<file path="config.mk">
export PLATFORM = sky130hd
export DESIGN_NAME = uart_rx
export DESIGN_NICKNAME = d
export VERILOG_FILES = /design/src/rtl/uart_rx.sv
export SDC_FILE = /design/constraint.sdc
export NUM_CORES = 1
export LEC_CHECK = 0
export CORE_MARGIN = 4
export CORE_UTILIZATION = 54
export DETAILED_ROUTE_END_ITERATION = 10
export PLACE_DENSITY = 0.86
export SLEW_MARGIN = 10
export SYNTH_ARGS = -nofsm -noshare
export SYNTH_HDL_FRONTEND = slang
export SYNTH_SLANG_ARGS = --single-unit
</file>
<file path="constraint.sdc">
create_clock -name clock -period 2.25 [get_ports clock]
set_input_delay 0.225 -clock clock [delete_from_list [all_inputs] [get_ports clock]]
set_output_delay 0.225 -clock clock [all_outputs]
set_load 0.05 [all_outputs]
</file>
<file path="src/rtl/uart_rx.sv">
// Oversampled UART receiver: start-bit validation, LSB-first data, optional even parity, framing/break handling.
// Build option: define UART_RX_PARITY_EN to expect an even parity bit between the data bits and the stop bit.
module uart_rx #(
   parameter int OVERSAMPLE = 16,
   parameter int DATA_BITS  = 8
) (
   input  logic                 clock,
   input  logic                 reset,
   input  logic                 rx,
   input  logic                 tick,
   output logic [DATA_BITS-1:0] data,
   output logic                 valid,
   output logic                 ferr,
   output logic                 perr,
   output logic                 busy
);

   localparam int PW = $clog2(OVERSAMPLE);
   localparam int BW = $clog2(DATA_BITS + 1);
   localparam logic [PW-1:0] PH_MID   = PW'(OVERSAMPLE / 2 - 1);
   localparam logic [PW-1:0] PH_LAST  = PW'(OVERSAMPLE - 1);
   localparam logic [BW-1:0] BIT_LAST = BW'(DATA_BITS - 1);

`ifdef UART_RX_PARITY_EN
   typedef enum logic [2:0] {IDLE, START, DATA, PARITY, STOP, BREAK} state_t;
`else
   typedef enum logic [2:0] {IDLE, START, DATA, STOP, BREAK} state_t;
`endif

   state_t               state, state_n;
   logic [PW-1:0]        phase, phase_n;
   logic [BW-1:0]        bit_idx, bit_n;
   logic [DATA_BITS-1:0] shreg, shreg_n;
   logic [DATA_BITS-1:0] data_n;
   logic                 valid_n, ferr_n;
`ifdef UART_RX_PARITY_EN
   logic                 par_err, par_err_n;
   logic                 perr_n;
`endif

   assign busy = (state != IDLE);

   always_comb begin
      state_n = state;
      phase_n = phase;
      bit_n   = bit_idx;
      shreg_n = shreg;
      data_n  = data;
      valid_n = 1'b0;
      ferr_n  = 1'b0;
`ifdef UART_RX_PARITY_EN
      par_err_n = par_err;
      perr_n    = 1'b0;
`endif
      if (tick) begin
         case (state)
            IDLE: begin
               if (!rx) begin
                  state_n = START;
                  phase_n = '0;
               end
            end
            START: begin
               phase_n = phase + PW'(1);
               // Mid-start sample rejects glitches shorter than half a bit.
               if (phase == PH_MID) begin
                  if (rx) begin
                     state_n = IDLE;
                  end else begin
                     state_n = DATA;
                     phase_n = '0;
                     bit_n   = '0;
`ifdef UART_RX_PARITY_EN
                     par_err_n = 1'b0;
`endif
                  end
               end
            end
            DATA: begin
               phase_n = (phase == PH_LAST) ? '0 : phase + PW'(1);
               if (phase == PH_LAST) begin
                  shreg_n = {rx, shreg[DATA_BITS-1:1]};
                  bit_n   = bit_idx + BW'(1);
                  if (bit_idx == BIT_LAST) begin
`ifdef UART_RX_PARITY_EN
                     state_n = PARITY;
`else
                     state_n = STOP;
`endif
                  end
               end
            end
`ifdef UART_RX_PARITY_EN
            PARITY: begin
               phase_n = (phase == PH_LAST) ? '0 : phase + PW'(1);
               if (phase == PH_LAST) begin
                  par_err_n = (^shreg) ^ rx;
                  state_n   = STOP;
               end
            end
`endif
            STOP: begin
               phase_n = (phase == PH_LAST) ? '0 : phase + PW'(1);
               if (phase == PH_LAST) begin
                  if (rx) begin
                     data_n  = shreg;
                     valid_n = 1'b1;
`ifdef UART_RX_PARITY_EN
                     perr_n  = par_err;
`endif
                     state_n = IDLE;
                  end else begin
                     ferr_n  = 1'b1;
                     state_n = BREAK;
                  end
               end
            end
            BREAK: begin
               if (rx) state_n = IDLE;
            end
            default: state_n = IDLE;
         endcase
      end
   end

   always_ff @(posedge clock) begin
      if (reset) begin
         state   <= IDLE;
         phase   <= '0;
         bit_idx <= '0;
         shreg   <= '0;
         data    <= '0;
         valid   <= 1'b0;
         ferr    <= 1'b0;
`ifdef UART_RX_PARITY_EN
         par_err <= 1'b0;
         perr    <= 1'b0;
`endif
      end else begin
         state   <= state_n;
         phase   <= phase_n;
         bit_idx <= bit_n;
         shreg   <= shreg_n;
         data    <= data_n;
         valid   <= valid_n;
         ferr    <= ferr_n;
`ifdef UART_RX_PARITY_EN
         par_err <= par_err_n;
         perr    <= perr_n;
`endif
      end
   end

`ifndef UART_RX_PARITY_EN
   assign perr = 1'b0;
`endif

endmodule

</file>
==> results of run 1 <==
## registers in the layout (all words and copies together), names as in the netlist
name     cells
data         8
valid        1
ferr         1
phase        4
bit_idx      4
shreg        8
state        3
## through the flow
step | total power [W] | hold slack (ns) | setup slack (ns)
floorplan | 0.000591 | 0.381 | 0.634
global placement | 0.000610 | 0.469 | 0.361
detailed placement | 0.000613 | 0.484 | 0.274
CTS | 0.000917 | 0.501 | 0.155
global route | 0.000953 | 0.528 | 0.0507
finish | 0.000909 | 0.496 | 0.137
## final timing paths
| check | start | endpoint |
|---|---|---|
| hold reg to reg | data[2] | data[2] |
| setup reg to reg | state[1] | shreg[4] |
| hold / removal | data[2] | data[2] |
| setup / recovery | state[1] | busy |
## worst max-delay path, stage by stage, from the launching register on
cell and delay (ns):
dfxtp_1 0.62, or3_1 0.17, clkdlybuf4s50_1 0.79
## layer usage
layer  global-route usage  share of wire  vias up
li1                     -              -      540
met1                0.209           0.47      506
met2                0.269           0.47       27
met3               0.0601          0.048        4
met4               0.0629         0.0088        0
met5                    0              0        -
## cells in the mapped netlist, types with 2 or more instances
master | n | share of area
a211oi_1 | 2 | 0.011
a21oi_1 | 5 | 0.019
nand4b_1 | 2 | 0.013
nor3b_1 | 2 | 0.011
nor4_1 | 2 | 0.0093
nor2_1 | 25 | 0.070
dfxtp_1 | 29 | 0.43
nand3b_1 | 2 | 0.011
nand2_1 | 5 | 0.014
buf_4 | 2 | 0.011
buf_2 | 3 | 0.011
nor2b_1 | 2 | 0.0093
ha_1 | 2 | 0.019
o22ai_1 | 3 | 0.014
or3_1 | 3 | 0.014
a31oi_1 | 2 | 0.0093
nand2b_1 | 7 | 0.032
a41o_1 | 2 | 0.015
xnor2_1 | 2 | 0.013
clkbuf_1 | 4 | 0.011
mux2i_1 | 17 | 0.13
nand3_1 | 4 | 0.015
## layout by cell type (no fill, tap or decap), types with 2 or more instances in the layout
cell              n
nand4b_1          2
nand2b_1          7
nor2_1           25
nand3_1           4
nor2b_1           2
mux2i_1          17
clkdlybuf4s50_1  14
a41o_1            2
a211oi_1          2
clkbuf_4          5
o22ai_1           3
nor3b_1           2
a21oi_1           5
nand3b_1          2
xnor2_1           2
nand2_1           5
dfxtp_1          29
buf_4             6
a31oi_1           2
or3_1             3
ha_1              2
## power by group
group | leakage (nW) | switching (W) | internal [W]
Combinational | 0.348 | 0.0000478 | 0.0000316
Sequential | 0.234 | 0.00000485 | 0.000517
Clock | 0.0314 | 0.000160 | 0.000147
## final cells by class
class,count,area share
multi-input combinational,104,0.455
sequential,29,0.368
timing repair buffer,20,0.117
clock buffer,7,0.0349
tap,28,0.0222
inverter,1,0.00238
## cell families after synthesis
logic type / count (synthesis)
AO/OA/AOI/OAI: 21
XOR/XNOR: 3
adder cells (fa/ha/maj): 2
buffers and inverters: 12
flip-flops: 29
multiplexers: 18
other: 1
AND/OR/NAND/NOR: 59
==> metrics.cfg, run 1 <==
[outcome]
outcome=finished, final reports clean

[grt]
antenna_found_initial=0
gr-total-overflow=0
grt_max_degree=28
grt_pass1_vias=1057
grt_use_total=0.169
grt_pass1_wl_um=4470

[die]
die-area_um2=3360
die_w_um=58.0
core_area_um2=2300
num_rows=17
initial_core_util=0.587
ios=16
fp.dieH_um=58.0

[yosys]
synth_warnings=0
synth_edf_count=0
synth_ff_type=dfxtp_1
synthesis.area_um2=1350
syn_nets=151
synth.avg_cell_area_um2=9.30
ys_seq_area_frac=0.430
synth_compound_area_frac=0.123
ys_ff_latch=29
synth-adder-area-share=0.0186
yosys.area_share.simple=0.228
synth_top_family_by_area=simple AND/OR/NAND/NOR gates
synth_cells=145
muxShareOfSynthArea=0.135
synthArstFlopShare=0
yosysUniqueCellTypes=40
synthXorXnorAreaFrac=0.0195

[timing]
max_freq_mhz=473
hold_viol=0
finalSetupViolations=0
slew_headroom=0.666
worstMarginPinSlew_ns=0.499
min_period_ns=2.11
post-route-period-util=0.939
setup_tns_ns=0
finalMaxSlewViolations=0
rsz0062_at_grt=false
skew_ns=0.0116

[clocking]
clockBufferDepth=2
cts-buffers-inserted=5
clk_pin_slew_ns=0.08
cts.sinks=29
post-cts-setup-buffer-count=0
htreeDepth=2
clkLatencyLatePin_ns=0.31
tritoncts=done
hold_buffers=0
ctsResizeCount=0
root_buffer=clkbuf_4

[placement]
place_congestion=0.936
port_buffers=14
hpwl_um=1860
post_dp_cell_area_um2=1520
placedCellCount=182

[critical_path]
worstPathMaxFanout=14
end_kind=primary output
rrSetupSlack_ns=0.40
crit_arrival_ns=1.89
criticalPathCategory=flop to primary output
reg2reg_depth=5
cp-start-kind=flop
required_ns=2.03

[pwr]
vdd_drop_max_v=0.000582
power_density_nw_per_um2=577
cellLeakagePower_nw=0.613

[cells_and_area]
num-fill-cells=185
syn_to_final_growth_pct=16.9
fin_nets=167
drive_above_1_share=0.106
multiInputGateArea_um2=717
final-seq-area_um2=581
fin_cells=189
fin_util=0.686
postLayoutCellArea_um2=1580
antenna_cells=0

[route]
viasPerCell=5.70
drcViolationCount=0
drt_iter0_markers=15
drt_wl_total_um=2620
ant_nets=0
vias=1077
avgRoutedWirePerCell_um=13.9
firstDrtPassIters=4

[job]
cap_violations=0

[worst_hold_path]
min_path_cells=2
hold_path.class=flop to flop

Note: power is estimated with default switching activity, not from simulation.
==> run 2: changes to the inputs <==
Clock period 2.25 ns to 2.1 ns, I/O delays scaled along.
==> run 2 against run 1 <==
Non-clock buffer count grew 2. Global-route usage increased by 0.59 points. Via count increased by 2.6%. Critical endpoint is now data[6]. Sequential power increased by 7.1%. Wire length increased by 0.80%. Die area stayed put. Register-to-register slack got worse by 0.20 ns. Cell count up 1.6%. First-iteration DRC count rose to 3.3 times the previous value. Worst setup slack better by 0.066 ns. Largest power group unchanged. Clock power grew 2%.
==> metrics.cfg, run 2 (synthesized netlist as in run 1, its figures left out) <==
[route]
ant_nets=0
drt_wl_total_um=2650
viasPerCell=5.76
drt_iter0_markers=49
firstDrtPassIters=4
vias=1105
avgRoutedWirePerCell_um=13.8
drcViolationCount=0

[clocking]
cts.sinks=29
htreeDepth=2
clk_pin_slew_ns=0.09
tritoncts=done
cts-buffers-inserted=5
post-cts-setup-buffer-count=0
clockBufferDepth=2
clkLatencyLatePin_ns=0.32
root_buffer=clkbuf_4

[grt]
antenna_found_initial=0
grt_max_degree=28
gr-total-overflow=0
grt_pass1_wl_um=4600
grt_use_total=0.175
grt_pass1_vias=1022

[worst_hold_path]
hold_path.class=flop to flop

[pwr]
vdd_drop_max_v=0.000519
cellLeakagePower_nw=0.634
power_frac_clock=0.329
power_density_nw_per_um2=604
power.internal_w=0.000721
pwr-share-seq=0.582
p_sw_frac=0.248
combPwrFrac=0.089
p_switching_w=0.000238

[timing]
rsz0062_at_grt=false
skew_ns=0.00760
post-route-period-util=0.904
finalMaxSlewViolations=0
slew_headroom=0.658
fin_ws_ns=0.202
finalSetupViolations=0
min_period_ns=1.90
max_freq_mhz=527
hold_ws_ns=0.491
hold_viol=0
setup_tns_ns=0
worstMarginPinSlew_ns=0.511

[die]
die_w_um=58.0
die-area_um2=3360
ios=16
initial_core_util=0.587
fp.dieH_um=58.0
core_area_um2=2300
num_rows=17

[critical_path]
end_kind=flop
cp-start-kind=flop
path_cells=ha_1 -> nand2_1 -> nor4_2 -> buf_4 -> mux2i_1 -> nor2_1
max_stage_delay_ns=0.38
crit_arrival_ns=2.10
required_ns=2.30
worstPathMaxFanout=9
critPathSlowestCell=dfxtp_1
criticalPathCategory=flop to flop

[cells_and_area]
final_cell_mix=dfxtp_1 (29), nor2_1 (25), mux2i_1 (17), clkdlybuf4s50_1 (13), buf_4 (8)
fin_nets=169
syn_to_final_growth_pct=17.7
drive_above_1_share=0.110
reg_top3=data: 8 flops, shreg: 8 flops
antenna_cells=0
fin_util=0.691
postLayoutCellArea_um2=1590
final_common_cell=dfxtp_1

[job]
cap_violations=0

[placement]
place_congestion=0.867
post_dp_cell_area_um2=1540
pre_cts_ws_ns=0.148
port_buffers=14
hpwl_um=1810

[outcome]
outcome=finished, final reports clean

[run 2: metrics by stage]
stage | power [W] | cells
global placement | 0.000654 | 184
CTS | 0.000966 | 192
detailed placement | 0.000657 | 184
global route | 0.000998 | 192
finish | 0.000959 | 192
floorplan | 0.000633 | 145
[run 2: cell type report]
cell class              instances  area [um2]
well taps                      28        35.0
multi-input cells             104         717
inverters                       1        3.75
repair buffers                 22         203
fillers                       171         709
flip-flops and latches         29         581
clock buffers                   8        48.8
[run 2: power groups by stage]
stage               logic [W]  clock network, W  registers [W]
finish              0.0000855          0.000315       0.000559
global route        0.0000946          0.000344       0.000560
CTS                 0.0000858          0.000322       0.000559
detailed placement  0.0000854                 0       0.000572
global placement    0.0000831                 0       0.000571
floorplan           0.0000615                 0       0.000572
[run 2: final timing paths]
check,to,startpoint,depth (start not counted),slack (ns)
max,data[6],phase[0],6,0.20
max reg2reg,data[6],phase[0],6,0.20
min reg2reg,bit_idx[3],bit_idx[3],1,0.49
min,bit_idx[3],bit_idx[3],1,0.49
[run 2: what timing repair did]
item                       4_1_cts  5_1_grt
hold buffers                     0        0
resized for setup                0        1
setup endpoints to repair        0        1
[run 2: routing by layer]
layer / track usage / up-vias / part of all wire
li1: - / 543 / -
met1: 0.237 / 521 / 0.47
met2: 0.260 / 34 / 0.46
met3: 0.0468 / 7 / 0.060
met4: 0.0762 / 0 / 0.011
met5: 0 / - / 0
[run 2: critical path, delay by kind of cell, from the launching register on]
family        cells  cell delay, ns
simple gates      3            0.63
fa+ha+maj         1            0.28
mux               1            0.24
flops             1            0.38
buf+inv           1            0.24
==> run 3: changes to the inputs <==
Settings changed: CTS_CLUSTER_DIAMETER set to 30.
==> results of run 3 <==
Final layout, timing and power as in run 2 (identical DEF).
